$ cat src/rtl/serial_pkg.sv
// Shared types and defaults for the serial adder front end.
package serial_pkg;

    localparam int DEFAULT_WIDTH        = 4;
    localparam int DEFAULT_DRAIN_CYCLES = 2;

    // Drain counter width; enough for the 0..7 drain range.
    localparam int DRAIN_CNT_W = 3;

    typedef enum logic [2:0] {
        IDLE,
        CLEAR,
        SHIFT,
        DRAIN,
        DONE
    } state_e;

    // Bit-index width: $clog2(width), but never narrower than one bit.
    function automatic int idx_width(input int width);
        return (width > 1) ? $clog2(width) : 1;
    endfunction

endpackage

$ cat src/rtl/serial_shift_reg.sv
// Parallel-load, shift-right operand register; the LSB is the serial bit on offer.
module serial_shift_reg
    import serial_pkg::*;
#(
    parameter int WIDTH = DEFAULT_WIDTH
) (
    input  logic             clk,
    input  logic             rst,
    input  logic             load,
    input  logic             shift,
    input  logic             clear,
    input  logic [WIDTH-1:0] din,
    output logic             lsb
);

    logic [WIDTH-1:0] data_q;
    logic [WIDTH-1:0] data_d;

    // Load wins over clear, clear wins over shift; otherwise hold.
    always_comb begin
        data_d = data_q;
        if (load) begin
            data_d = din;
        end else if (clear) begin
            data_d = '0;
        end else if (shift) begin
            data_d = data_q >> 1;
        end
    end

    // Operand storage; reset discards any latched operand.
    always_ff @(posedge clk or posedge rst) begin
        if (rst) begin
            data_q <= '0;
        end else begin
            data_q <= data_d;
        end
    end

    assign lsb = data_q[0];

endmodule

$ cat src/rtl/serial_operand_feeder.sv
// Accepts parallel operands and streams them LSB-first into the serial adder.
module serial_operand_feeder
    import serial_pkg::*;
#(
    parameter  int WIDTH        = DEFAULT_WIDTH,
    parameter  int DRAIN_CYCLES = DEFAULT_DRAIN_CYCLES,
    localparam int IDX_W        = idx_width(WIDTH)
) (
    input  logic             clk,
    input  logic             rst,
    input  logic             flush,
    input  logic             in_valid,
    output logic             in_ready,
    input  logic [WIDTH-1:0] in_a,
    input  logic [WIDTH-1:0] in_b,
    input  logic             in_cin,
    output logic             ser_rst,
    output logic             ser_a,
    output logic             ser_b,
    output logic             ser_cin,
    output logic             ser_first,
    output logic             ser_last,
    output logic [IDX_W-1:0] bit_idx,
    output logic             busy,
    output logic             done
);

    localparam logic [IDX_W-1:0]       LAST_IDX   = IDX_W'(WIDTH - 1);
    localparam logic [DRAIN_CNT_W-1:0] DRAIN_LOAD =
        (DRAIN_CYCLES > 0) ? DRAIN_CNT_W'(DRAIN_CYCLES - 1) : '0;

    state_e                 state_q, state_d;
    logic [DRAIN_CNT_W-1:0] drain_cnt_q, drain_cnt_d;
    logic [IDX_W-1:0]       bit_idx_q, bit_idx_d;
    logic                   ser_rst_q, ser_rst_d;
    logic                   ser_a_q, ser_a_d;
    logic                   ser_b_q, ser_b_d;
    logic                   ser_cin_q, ser_cin_d;
    logic                   ser_first_q, ser_first_d;
    logic                   ser_last_q, ser_last_d;
    logic                   busy_q, busy_d;
    logic                   done_q, done_d;

    logic accept;
    logic sr_load;
    logic sr_shift;
    logic sr_clear;
    logic sr_a_lsb;
    logic sr_b_lsb;

    assign in_ready = (state_q == IDLE) && !flush;
    assign accept   = in_valid && in_ready;

    serial_shift_reg #(.WIDTH(WIDTH)) u_shift_a (
        .clk   (clk),
        .rst   (rst),
        .load  (sr_load),
        .shift (sr_shift),
        .clear (sr_clear),
        .din   (in_a),
        .lsb   (sr_a_lsb)
    );

    serial_shift_reg #(.WIDTH(WIDTH)) u_shift_b (
        .clk   (clk),
        .rst   (rst),
        .load  (sr_load),
        .shift (sr_shift),
        .clear (sr_clear),
        .din   (in_b),
        .lsb   (sr_b_lsb)
    );

    // Next state, then every registered output decoded from the state being entered.
    always_comb begin
        state_d     = state_q;
        drain_cnt_d = drain_cnt_q;

        case (state_q)
            IDLE: begin
                if (accept) begin
                    state_d = CLEAR;
                end
            end
            CLEAR: begin
                state_d = SHIFT;
            end
            SHIFT: begin
                if (bit_idx_q == LAST_IDX) begin
                    if (DRAIN_CYCLES == 0) begin
                        state_d = DONE;
                    end else begin
                        state_d     = DRAIN;
                        drain_cnt_d = DRAIN_LOAD;
                    end
                end
            end
            DRAIN: begin
                if (drain_cnt_q == '0) begin
                    state_d = DONE;
                end else begin
                    drain_cnt_d = drain_cnt_q - DRAIN_CNT_W'(1);
                end
            end
            DONE: begin
                state_d = IDLE;
            end
            default: begin
                state_d = IDLE;
            end
        endcase

        if (flush && (state_q != IDLE)) begin
            state_d     = IDLE;
            drain_cnt_d = '0;
        end

        sr_load  = accept;
        sr_shift = (state_d == SHIFT);
        sr_clear = (state_q != IDLE) && (state_d == IDLE);

        bit_idx_d = '0;
        if ((state_d == SHIFT) && (state_q == SHIFT)) begin
            bit_idx_d = bit_idx_q + IDX_W'(1);
        end

        ser_rst_d   = (state_d == CLEAR);
        ser_a_d     = (state_d == SHIFT) ? sr_a_lsb : 1'b0;
        ser_b_d     = (state_d == SHIFT) ? sr_b_lsb : 1'b0;
        ser_first_d = (state_d == SHIFT) && (bit_idx_d == '0);
        ser_last_d  = (state_d == SHIFT) && (bit_idx_d == LAST_IDX);

        ser_cin_d = 1'b0;
        if (accept) begin
            ser_cin_d = in_cin;
        end else if (state_d != IDLE) begin
            ser_cin_d = ser_cin_q;
        end

        busy_d = (state_d != IDLE);
        done_d = (state_d == DONE);
    end

    // State and output registers; reset returns to IDLE with everything low.
    always_ff @(posedge clk or posedge rst) begin
        if (rst) begin
            state_q     <= IDLE;
            drain_cnt_q <= '0;
            bit_idx_q   <= '0;
            ser_rst_q   <= 1'b0;
            ser_a_q     <= 1'b0;
            ser_b_q     <= 1'b0;
            ser_cin_q   <= 1'b0;
            ser_first_q <= 1'b0;
            ser_last_q  <= 1'b0;
            busy_q      <= 1'b0;
            done_q      <= 1'b0;
        end else begin
            state_q     <= state_d;
            drain_cnt_q <= drain_cnt_d;
            bit_idx_q   <= bit_idx_d;
            ser_rst_q   <= ser_rst_d;
            ser_a_q     <= ser_a_d;
            ser_b_q     <= ser_b_d;
            ser_cin_q   <= ser_cin_d;
            ser_first_q <= ser_first_d;
            ser_last_q  <= ser_last_d;
            busy_q      <= busy_d;
            done_q      <= done_d;
        end
    end

    assign ser_rst   = ser_rst_q;
    assign ser_a     = ser_a_q;
    assign ser_b     = ser_b_q;
    assign ser_cin   = ser_cin_q;
    assign ser_first = ser_first_q;
    assign ser_last  = ser_last_q;
    assign bit_idx   = bit_idx_q;
    assign busy      = busy_q;
    assign done      = done_q;

endmodule

$ cat config.mk
export PLATFORM = sky130hd
export DESIGN_NAME = serial_operand_feeder
export DESIGN_NICKNAME = d
export VERILOG_FILES = /design/src/rtl/serial_pkg.sv /design/src/rtl/serial_shift_reg.sv /design/src/rtl/serial_operand_feeder.sv
export SDC_FILE = /design/constraint.sdc
export NUM_CORES = 1
export LEC_CHECK = 0
export BUFFER_PORTS_ARGS = -buffer_cell sky130_fd_sc_hd__buf_2
export CORE_ASPECT_RATIO = 0.6
export CORE_MARGIN = 5
export CORE_UTILIZATION = 37
export DETAILED_ROUTE_END_ITERATION = 10
export HOLD_SLACK_MARGIN = 0.06
export SKIP_CTS_REPAIR_TIMING = 1
export SLEW_MARGIN = 20
export SYNTH_ARGS = -nofsm -noshare
export SYNTH_HDL_FRONTEND = slang
export SYNTH_SLANG_ARGS = --single-unit
$ cat constraint.sdc
create_clock -name clk -period 1.8 [get_ports clk]
set_input_delay 0.18 -clock clk [delete_from_list [all_inputs] [get_ports clk]]
set_output_delay 0.18 -clock clk [all_outputs]
set_load 0.01 [all_outputs]
* Word level (Yosys, flattened, before mapping)
Cells that the tools add are included.
W data, S select, Z words.
** Word-level totals
- Bits in registers :: 24
- Bits in latches :: 0
- Bits in writable memories :: 0
- Memory bits (read-only) :: 0
- Bits of input ports :: 13
- Output and inout bits :: 11
- Word-level logic and storage cells :: 63
- Memories :: 0
** Cells by class
- Add/subtract/negate cells :: 2
- $mul :: 0
- Divide/modulo/power cells :: 0
- Order comparisons :: 0
- Equal/unequal tests :: 11
- Shifts and indexed selects :: 0
- Muxes and demuxes :: 20
- Bitwise gates (word level) :: 0
- Reductions and logical operators :: 17
** Operator list (count)
- $mux W4 :: 6
- $mux W3 :: 7
- $pmux W3 S4 :: 1
- $reduce_bool A3 Y1 :: 4
- $eq A3 B2 Y1 const B :: 3
- $logic_not A3 Y1 :: 3
- $logic_and A1 B1 Y1 :: 7
- $eq A3 B1 Y1 const B :: 2
- $ne A3 B3 Y1 const B :: 2
- $pmux W3 S2 :: 1
- $eq A2 B2 Y1 const B :: 2
- $mux W1 :: 4
- $eq A3 B3 Y1 const B :: 1
- $reduce_and A3 Y1 :: 1
- $sub A3 B1 Y3 const B :: 1
- $add A2 B1 Y2 const B :: 1
- $logic_not A2 Y1 :: 1
- $mux W2 :: 1
- $ne A2 B1 Y1 const B :: 1
- $logic_not A1 Y1 :: 1

* Depth between registers and ports, before layout
- Depth after elaboration :: 11
- Gate-level depth with buffers :: 6
- Gate-level depth less buffers :: 6

* By module
A second synthesis with hierarchy kept.
** Unflattened totals
- Cells, all modules :: 99
- Area, all modules :: 1118.6 µm²
** Modules (own cells, without submodules)
- serial_operand_feeder :: instances 1, cells an instance 69, area an instance 750.7 µm², sequential area each 400.4 µm²
- serial_shift_reg :: instances 2, cells an instance 15, area an instance 183.9 µm², sequential area each 100.1 µm²

* Worst setup path after synthesis
Ideal clock, no wire load.
- Path type :: reg2reg
- Start point :: register bit_idx_q[0], in the netlist bit_idx[0]
- End point :: register u_shift_a.data_q[0]
- Setup time :: 0.125 ns
- Arrival :: 1.693 ns
- Required time :: 1.675 ns
- Path slack :: -0.018 ns
- Cell stages (with the launch flop) :: 6
- Buffers on the path :: 0
- Clock period less this slack :: 1.818 ns
- Cells stage by stage :: dfrtp_1 > ha_1 > nor2_4 > or3b_1 > a21oi_2 > mux2_2
** Between the ends
- Word-level cells in the longest chain between the ends :: 8
- Elaborated cells between the ends (all ways) :: 10
- Those cells by class :: eq/ne: 2; mux: 5; reduce/logical: 3
** RTL lines
- start, declared :: RTL line serial_operand_feeder.sv:34 : logic [IDX_W-1:0] bit_idx_q, bit_idx_d;
- start signal, assigned :: RTL line serial_operand_feeder.sv:161 : bit_idx_q <= bit_idx_d;
- $eq A2 B2 Y1 (*) :: RTL line serial_operand_feeder.sv:89 : if (bit_idx_q == LAST_IDX) begin
- $mux W3 (*) :: RTL line serial_operand_feeder.sv:89
- $pmux W3 S4 (*) :: RTL line serial_operand_feeder.sv:79 : case (state_q)
- $mux W3 (*) :: RTL line serial_operand_feeder.sv:113 : if (flush && (state_q != IDLE)) begin
- $logic_not A3 Y1 :: RTL line serial_operand_feeder.sv:120 : sr_clear = (state_q != IDLE) && (state_d == IDLE);
- $logic_and A1 B1 Y1 :: RTL line serial_operand_feeder.sv:120
- $mux W4 :: RTL line serial_shift_reg.sv:24 : end else if (clear) begin
- $mux W4 :: RTL line serial_shift_reg.sv:22 : if (load) begin
- end signal, assigned :: RTL line serial_shift_reg.sv:36 : data_q <= data_d;
- end, declared :: RTL line serial_shift_reg.sv:16 : logic [WIDTH-1:0] data_q;
Every way passes the cells marked *; elsewhere a longest branch is shown, timed or not.
A chain may end at the register's enable or synchronous reset.

* Final worst setup path
Ends and elaborated chain as after synthesis.

==> impl_metrics.ini <==
[die]
die-area_um2 = 4410
ios = 24
core_um2 = 2950
core.rowCount = 15
die_w_um = 82.4
die-height_um = 53.5
start_util_pct = 39.5

[clocking]
cts_root_buf = clkbuf_8
cts_tree = yes
ctsHtreeMaxLevel = 1
clock_sinks = 24
clockBufferDepth = 2
clock_latency_ns = 0.26
clk_pin_slew_worst_paths_ns = 0.08
cts-buffers-inserted = 3

[setup_path]
critPathArrivalTime_ns = 1.89
required_ns = 1.94
crit_type = flip-flop to flip-flop
cp_max_fo = 7
startpoint_type = flip-flop
cp-end-kind = flip-flop

[global_route]
antenna_found_initial = 0
grt_usage_pct = 11.9
grt-ovfl-total = 0
grt_pass1_wl_um = 3830
grt_pass1_vias = 787
grt_max_degree = 25

[synth]
synth_nets = 112
ys_types = 35
synth.avg_cell_area_um2 = 12.1
yosysSeqAreaShare_pct = 51.6
synthCells = 96
synthesis.area_um2 = 1160
ys_warn_count = 0
yosys_register_bits = 24

[drt]
num_vias = 832
drt-total-wl_um = 2290
post-route-drc-count = 0
dr.pass1.iters = 4
antenna_left = 0
viasPerCell = 4.84
wl_per_cell_um = 13.3
first_iter_violations = 64

[final_layout]
n_fill_cell = 273
layout.cells.non_filler = 172
areaGrowthSynthToFinish_pct = 24.3
drive_gt1_share_pct = 41.5
antenna_cells = 0
nets = 148
stdcell_area_um2 = 1450
final_cell_mix = 23 x dfrtp_1, 23 x buf_2, 11 x buf_4

[timing]
finalCritPeriodShare_pct = 97.0
rsz0062_at_grt = yes
final_hold_viol_count = 0
setup_viol = 0
max_freq_mhz = 573
worstMarginPinSlew_ns = 0.510
drv_slew = 0
fin_skew_ns = 0.00624
min_period_ns = 1.75
slew_headroom_pct = 66.0

[hold_path]
hp-class = input port to flip-flop

[pwr]
leakage_nw = 0.704
power.density_nw_per_um2 = 983
ir_drop_mv = 0.492

[place]
dpl_cell_area_um2 = 1380
numPortBuffers = 23
place_inst = 167
dp_hpwl_um = 1720
gp_congestion = 0.761

[flow_run]
cap_viol_max_count = 0

[status]
status = finished, final reports clean
## sequential cells by signal, indices dropped and copies added, names as in the netlist
name	flops
u_shift_a.data_q	4
u_shift_b.data_q	4
drain_cnt_q	3
state_q	3
bit_idx	2
busy	1
done	1
ser_a	1
ser_b	1
ser_cin	1
ser_first	1
ser_last	1
ser_rst	1
## final timing paths
kind	end	slack [ns]	startpoint	cells past startpoint
max in group asynchronous	state_q[0]$_DFF_PP0_	1.04	rst	4
min reg2reg	u_shift_b.data_q[0]$_DFFE_PP0P_	0.51	u_shift_b.data_q[0]$_DFFE_PP0P_	1
max reg2reg	u_shift_a.data_q[0]$_DFFE_PP0P_	0.05	bit_idx[0]$_DFF_PP0_	5
max	u_shift_a.data_q[0]$_DFFE_PP0P_	0.05	bit_idx[0]$_DFF_PP0_	5
min in group asynchronous	u_shift_b.data_q[2]$_DFFE_PP0P_	0.51	rst	4
min	u_shift_b.data_q[3]$_DFFE_PP0P_	0.14	in_b[3]	2
## power by group
part	switching [mW]	leakage [nW]	internal, mW
Sequential	0.0543	0.321	0.637
Clock	0.152	0.0216	0.149
Combinational	0.197	0.361	0.233
## area by class of cell
cell class | instances | area [µm²] | share of cell area (%)
clock buffer | 3 | 41.3 | 2.85
tap | 42 | 52.6 | 3.63
timing repair buffer | 35 | 208 | 14.3
sequential | 24 | 602 | 41.6
multi-input combinational | 64 | 529 | 36.6
inverter | 4 | 15.0 | 1.04
## per-stage QoR
stage / setup TNS [ns] / util (%) / hold WS, ns / power (mW) / setup slack [ns]
final: 0 / 49.1 / 0.145 / 1.42 / 0.0535
after global routing: -0.0621 / 49.1 / 0.161 / 1.53 / -0.0209
after floorplan: 0 / - / 0.195 / 0.994 / 0.0319
after global placement: 0 / 46.7 / 0.244 / 1.11 / 0.0570
after CTS: -0.00104 / 48.1 / -0.0408 / 1.44 / -0.00104
after detailed placement: 0 / 46.7 / 0.246 / 1.12 / 0.0112
## critical path, stage by stage, from the launching register on
cell     delay [ns]
dfrtp_1        0.35
ha_2           0.21
nor2_4         0.05
or3b_4         0.38
a21oi_4        0.27
mux2_2         0.37
## cells by family after synthesis
| group | share of synthesized area (%) |
|---|---|
| simple gates | 20.2 |
| flops | 51.6 |
| compound gates | 12.9 |
| buf+inv | 4.62 |
| mux | 7.52 |
| fa+ha+maj | 3.22 |
## per-layer routing
| layer | track usage [%] | share of wire [%] |
|---|---|---|
| met1 | 17.9 | 51 |
| met4 | 0.829 | 0.31 |
| met5 | 0 | 0 |
| met3 | 4.59 | 5.6 |
| met2 | 16.2 | 43 |
## synth_stat cells, drive strengths merged
library cell | number | area (µm²)
o21a | 1 | 7.51
nor4b | 4 | 50.1
a21bo | 1 | 10.0
dfrtp | 24 | 601
or2 | 3 | 18.8
a22o | 7 | 61.3
nor4 | 2 | 27.5
or3b | 1 | 8.76
mux2 | 6 | 67.6
ha | 3 | 37.5
nor3 | 3 | 15.0
nand3 | 1 | 5.00
nor2 | 8 | 37.5
a211oi | 3 | 27.5
nand2b | 2 | 12.5
and3 | 2 | 12.5
and2 | 1 | 6.26
inv | 4 | 15.0
a21oi | 5 | 28.8
nor3b | 1 | 7.51
mux2i | 2 | 20.0
buf | 4 | 38.8
nand3b | 1 | 7.51
o21ai | 1 | 5.00
nand2 | 3 | 11.3
nor2b | 1 | 6.26
a32o | 1 | 10.0
and3b | 1 | 8.76
(Power assumes the default switching activity.)
